$ cat src/rtl/pito_irq_ctrl.sv
// pito_irq_ctrl: per-hart machine interrupt controller for the barrel core.
// Holds MSIP/MVIP pending registers and registered MTIP/MEIP levels, and
// builds the MIP image. Each hart has its own FSM that freezes one mcause per
// trap request.
// Optional macro PITO_IRQ_SYNC_EN: adds 2-flop synchronizers on timer/ext levels.
module pito_irq_ctrl #(
  parameter int NUM_HARTS      = 8,
  parameter int HART_CNT_WIDTH = $clog2(NUM_HARTS),
  parameter int XPR_LEN        = 32
) (
  input  logic                         clk,
  input  logic                         rst,
  input  logic [NUM_HARTS-1:0]         sw_irq_set_i,
  input  logic [NUM_HARTS-1:0]         sw_irq_clr_i,
  input  logic [NUM_HARTS-1:0]         timer_irq_i,
  input  logic [NUM_HARTS-1:0]         ext_irq_i,
  input  logic [NUM_HARTS-1:0]         mvu_irq_i,
  input  logic [NUM_HARTS-1:0]         mstatus_mie_i,
  input  logic [NUM_HARTS*XPR_LEN-1:0] mie_i,
  input  logic [NUM_HARTS-1:0]         irq_ack_i,
  output logic [NUM_HARTS*XPR_LEN-1:0] mip_o,
  output logic [NUM_HARTS-1:0]         irq_req_o,
  output logic [NUM_HARTS*XPR_LEN-1:0] irq_cause_o
);

  typedef enum logic [1:0] {IDLE, REQ, ACK} state_t;

  localparam int MSIP_BIT = 3;
  localparam int MTIP_BIT = 7;
  localparam int MEIP_BIT = 11;
  localparam int MVIP_BIT = 16;

  localparam logic [XPR_LEN-1:0] CAUSE_MEI = XPR_LEN'(32'h8000000B);
  localparam logic [XPR_LEN-1:0] CAUSE_MSI = XPR_LEN'(32'h80000003);
  localparam logic [XPR_LEN-1:0] CAUSE_MTI = XPR_LEN'(32'h80000007);
  localparam logic [XPR_LEN-1:0] CAUSE_MVI = XPR_LEN'(32'h80000010);

  logic [NUM_HARTS-1:0] timer_lvl, ext_lvl;
  logic [NUM_HARTS-1:0] msip_q, msip_d, mvip_q, mvip_d;
  logic [NUM_HARTS-1:0] mtip_q, mtip_d, meip_q, meip_d;
  logic [NUM_HARTS-1:0] en_msi, en_mti, en_mei, en_mvi, eligible, mvip_clr;
  state_t [NUM_HARTS-1:0] state_q, state_d;
  logic [NUM_HARTS-1:0][XPR_LEN-1:0] cause_q, cause_d;

  // Only MIE bits 3/7/11/16 matter; the rest of the word is deliberately ignored.
  logic unused_ok;
  assign unused_ok = ^{mie_i, HART_CNT_WIDTH[0]};

`ifdef PITO_IRQ_SYNC_EN
  logic [NUM_HARTS-1:0] timer_s1_q, timer_s2_q, ext_s1_q, ext_s2_q;

  // Two-stage synchronizers for the asynchronous level sources.
  always_ff @(posedge clk or posedge rst) begin
    if (rst) begin
      timer_s1_q <= '0;
      timer_s2_q <= '0;
      ext_s1_q   <= '0;
      ext_s2_q   <= '0;
    end else begin
      timer_s1_q <= timer_irq_i;
      timer_s2_q <= timer_s1_q;
      ext_s1_q   <= ext_irq_i;
      ext_s2_q   <= ext_s1_q;
    end
  end

  assign timer_lvl = timer_s2_q;
  assign ext_lvl   = ext_s2_q;
`else
  assign timer_lvl = timer_irq_i;
  assign ext_lvl   = ext_irq_i;
`endif

  // Pending-bit next state; a set pulse always beats a same-cycle clear.
  always_comb begin
    mvip_clr = '0;
    for (int h = 0; h < NUM_HARTS; h++) begin
      mvip_clr[h] = (state_q[h] == REQ) && irq_ack_i[h] && (cause_q[h] == CAUSE_MVI);
    end
    msip_d = sw_irq_set_i | (msip_q & ~sw_irq_clr_i);
    mvip_d = mvu_irq_i | (mvip_q & ~mvip_clr);
    mtip_d = timer_lvl;
    meip_d = ext_lvl;
  end

  // Pending registers; these are the MIP image.
  always_ff @(posedge clk or posedge rst) begin
    if (rst) begin
      msip_q <= '0;
      mvip_q <= '0;
      mtip_q <= '0;
      meip_q <= '0;
    end else begin
      msip_q <= msip_d;
      mvip_q <= mvip_d;
      mtip_q <= mtip_d;
      meip_q <= meip_d;
    end
  end

  // MIP image assembly and per-hart enable masking.
  always_comb begin
    mip_o    = '0;
    en_msi   = '0;
    en_mti   = '0;
    en_mei   = '0;
    en_mvi   = '0;
    for (int h = 0; h < NUM_HARTS; h++) begin
      mip_o[h*XPR_LEN + MSIP_BIT] = msip_q[h];
      mip_o[h*XPR_LEN + MTIP_BIT] = mtip_q[h];
      mip_o[h*XPR_LEN + MEIP_BIT] = meip_q[h];
      mip_o[h*XPR_LEN + MVIP_BIT] = mvip_q[h];
      en_msi[h] = msip_q[h] & mie_i[h*XPR_LEN + MSIP_BIT];
      en_mti[h] = mtip_q[h] & mie_i[h*XPR_LEN + MTIP_BIT];
      en_mei[h] = meip_q[h] & mie_i[h*XPR_LEN + MEIP_BIT];
      en_mvi[h] = mvip_q[h] & mie_i[h*XPR_LEN + MVIP_BIT];
    end
    eligible = mstatus_mie_i & (en_msi | en_mti | en_mei | en_mvi);
  end

  // Per-hart request FSM: arbitrate in IDLE, freeze cause in REQ.
  always_comb begin
    state_d   = state_q;
    cause_d   = cause_q;
    irq_req_o = '0;
    for (int h = 0; h < NUM_HARTS; h++) begin
      irq_req_o[h] = (state_q[h] == REQ);
      case (state_q[h])
        IDLE: begin
          if (eligible[h]) begin
            state_d[h] = REQ;
            if (en_mei[h])      cause_d[h] = CAUSE_MEI;
            else if (en_msi[h]) cause_d[h] = CAUSE_MSI;
            else if (en_mti[h]) cause_d[h] = CAUSE_MTI;
            else                cause_d[h] = CAUSE_MVI;
          end
        end
        REQ: begin
          if (irq_ack_i[h])      state_d[h] = ACK;
          else if (!eligible[h]) state_d[h] = IDLE;
        end
        ACK:     state_d[h] = IDLE;
        default: state_d[h] = IDLE;
      endcase
    end
  end

  // FSM state and frozen cause registers.
  always_ff @(posedge clk or posedge rst) begin
    if (rst) begin
      state_q <= {NUM_HARTS{IDLE}};
      cause_q <= '0;
    end else begin
      state_q <= state_d;
      cause_q <= cause_d;
    end
  end

  assign irq_cause_o = cause_q;

endmodule

$ cat config.mk
export PLATFORM = sky130hd
export DESIGN_NAME = pito_irq_ctrl
export DESIGN_NICKNAME = d
export VERILOG_FILES = /design/src/rtl/pito_irq_ctrl.sv
export SDC_FILE = /design/constraint.sdc
export NUM_CORES = 1
export LEC_CHECK = 0
export ABC_AREA = 1
export BUFFER_PORTS_ARGS = -buffer_cell sky130_fd_sc_hd__buf_2
export CORE_AREA = 2 2 329 331
export CTS_BUF_LIST = sky130_fd_sc_hd__clkbuf_4
export DETAILED_ROUTE_END_ITERATION = 16
export DIE_AREA = 0 0 331 333
export SKIP_CTS_REPAIR_TIMING = 1
export SLEW_MARGIN = 20
export SYNTH_ARGS = -nofsm -noshare
export SYNTH_HDL_FRONTEND = slang
export SYNTH_SLANG_ARGS = --single-unit
$ cat constraint.sdc
create_clock -name clk -period 8.2 [get_ports clk]
set_input_delay 1.23 -clock clk [delete_from_list [all_inputs] [get_ports clk]]
set_output_delay 1.23 -clock clk [all_outputs]
set_load 0.005 [all_outputs]
==> metrics.md <==
| Metric | Value |
|---|---|
| Most common cell after layout, fill and taps aside | conb_1 |
| CTS sink cnt | between 80 and 90 |
| Average size of a mapped cell | ~8.3 um^2 |
| Gpl congestion | 0.768 |
| Share of cells above drive strength 1 | a little over a fifth |
| Fmax | ~380 MHz |
| Pwr dens | between 100 and 150 nW/um^2 |
| Synth Warn # | 0 |
| Full die area | approximately 110000 um^2 |
| GRT Total Usage | 3.44% |
| Fin crit period | ~2600 ps |
| Drt first-iter violations | 85 |
| Most frequently used flop master after synthesis | dfrtp_1 |
| Vias in the first global route | 3691 |
| Number of buffers created by CTS | 9 |
| Detailed-route via count | ~4700 |
| Clock Latency Late Sink | between 500 and 600 ps |
| Worst-path cell chain | buf_2 |
| Post-synth EDFFs | 0 |
| WL/cell | approximately 8.1 um |
| Routed WL | 19900 um |
| Final TNS setup | 0 ps |
| Pins Over Slew Limit | 0 |
| Setup Skew | 24.3 ps |
| Crit path largest cell delay | 540 ps |
| CTS max path bufs | 2 |
| Pre-antenna DRT Iters | 5 |
| Commonest non-fill, non-tap cells in the layout | conb_1 (432), buf_2 (177), nand2_1 (142) |
| Crit start category | register |
| Vias per cell | 1.93 |
| Die Span Y | ~330 um |
| P&R area growth vs syn | 15.6% |
| Hold Crit Class | register to register |
| Seq cells post-synth | about 90 |
| Number of remaining DRC errors | 0 |
| Synth area leaders | buf_4 (47%), dfrtp_1 (31%), nand2_1 (7.5%) |
| CP Max Fanout | 3 |
| Buf+Inv Stages, Crit Path | 1 |
| Seq/Total Area, Yosys | about 31% |
| Maxcap violations | 0 |
| Mapped Cells | 850 |
| Period utilisation layout | around a third |
| PortBufs | approximately 180 |
| Final Hold Viols | 0 |
| Core area | between 100000 and 150000 um^2 |
| First-pass GRT wire length | approximately 25000 um |
| Row count | 120 |
| ANT nets after route | 0 |
| Clock-pin slew on the worst setup and hold paths | around 160 ps |
| Slew HR | between 50% and 60% |
| Placed Cells | between 2000 and 2500 |
| Root buffer cell | clkbuf_4 |
| Post-Syn Area | 7070 um^2 |
| Area leader, netlist | buf_4 |
| Post-DP HPWL | around 17000 um |
| Congestion Overflow GR | 0 |
| Antenna violations before repair | 12 |
| Htree depth | 3 |
| Setup CP Type | register to output pin |
| Status | finished clean |
| Nets | ~1300 |
| Crit path max-delay cell type | dfrtp_1 |
| Final setup fails | 0 |
| CP arrival | 1400 ps |
| CP endpoint kind | output pin |
| RSZ-0062 raised after global routing | no |
| Total Power | around 0.0010 W |
| Finished Layout Cells | around 2400 |
| Yosys top cell area share | between 40 and 50% |
| Leakage power | 4.30 nW |
| Pin count of the biggest net entering global routing | between 40 and 50 |
| CTS tree | yes |
| Synth cell types | 16 |
| Die Width | roughly 330 um |
| Place WS | around 5700 ps |
| VDD IR max | around 0.081 mV |
| Worst slew pin tran | 697 ps |
| Initial core utilization | roughly 6.6% |
| Num ports | approximately 830 |
| Delay-heaviest family, CP | flip-flops |
| CP required | about 7000 ps |
| FILL cells | 12600 |
| PnR worst setup slack | roughly 5600 ps |
| Async SR Flop Fraction | between 90% and 100% |
## cells in the mapped netlist (7+ instances only)
| cell | n |
|---|---|
| buf_4 | 440 |
| dfrtp_1 | 88 |
| inv_1 | 58 |
| nand2_1 | 142 |
| nand3_1 | 9 |
| nand3_2 | 7 |
| nand4_1 | 40 |
| nand4_4 | 7 |
| nor2_1 | 24 |
| nor2_2 | 8 |
| nor3_1 | 15 |
| o21bai_1 | 8 |
## per-stage QoR
| step | utilization (%) | area, um^2 | hold slack [ps] |
|---|---|---|---|
| after floorplan | - | 8690 | 462 |
| after global placement | 7.55 | 8050 | 478 |
| after detailed placement | 7.55 | 8050 | 481 |
| after CTS | 7.66 | 8170 | 503 |
| after global routing | 7.67 | 8180 | 523 |
| final | 7.67 | 8180 | 501 |
## kinds of logic after synthesis
logic type,count (synthesis),share of synthesized area [%]
AO/OA/AOI/OAI,9,0.955
buffers and inverters,498,49.8
flip-flops,88,31.1
other,1,0.0530
AND/OR/NAND/NOR,254,18.1
## routing by layer
| layer | vias to the layer above | track usage, % | share of wire (%) |
|---|---|---|---|
| li1 | 2134 | - | - |
| met1 | 2098 | 3.79 | 38 |
| met2 | 434 | 5.48 | 47 |
| met3 | 28 | 1.75 | 13 |
| met4 | 8 | 1.58 | 2.0 |
| met5 | - | 0 | 0.29 |
## final timing paths
path,slack (ps),cells after the start,to,start
setup / recovery,5570,1,mip_o[3],msip_q[0]
hold / removal,500,1,state_q[6],state_q[7]
setup reg to reg,6780,5,irq_cause_o[1],msip_q[0]
hold reg to reg,500,1,state_q[6],state_q[7]
max in group asynchronous,6360,3,irq_cause_o[223],rst
min in group asynchronous,690,2,mtip_q[4],rst
## state kept, by name, summed over array words and instances, names as in the netlist
register     cells
mvip_q           8
irq_cause_o     40
meip_q           8
msip_q           8
mtip_q           8
state_q         16
## power by group
| group | switching, W | total (W) | internal (W) | leakage [nW] |
|---|---|---|---|---|
| Clock | 0.000191 | 0.000257 | 0.0000662 | 0.0607 |
| Sequential | 0.0000457 | 0.000524 | 0.000478 | 1.03 |
| Combinational | 0.000171 | 0.000259 | 0.0000878 | 3.21 |
| Total | 0.000408 | 0.00104 | 0.000632 | 4.30 |
## cell type report
cell class                 instances  area, um^2  share of cell area, %
tap                             1403        1760                   21.5
inverter                          58         220                   2.69
antenna                            3        7.51                 0.0918
sequential                        88        2200                   26.9
clock inverter                     6        45.0                  0.551
multi-input combinational        695        2970                   36.3
clock buffer                      10        75.1                  0.918
timing repair buffer             179         901                   11.0
Power figures use the tool's default switching activity.
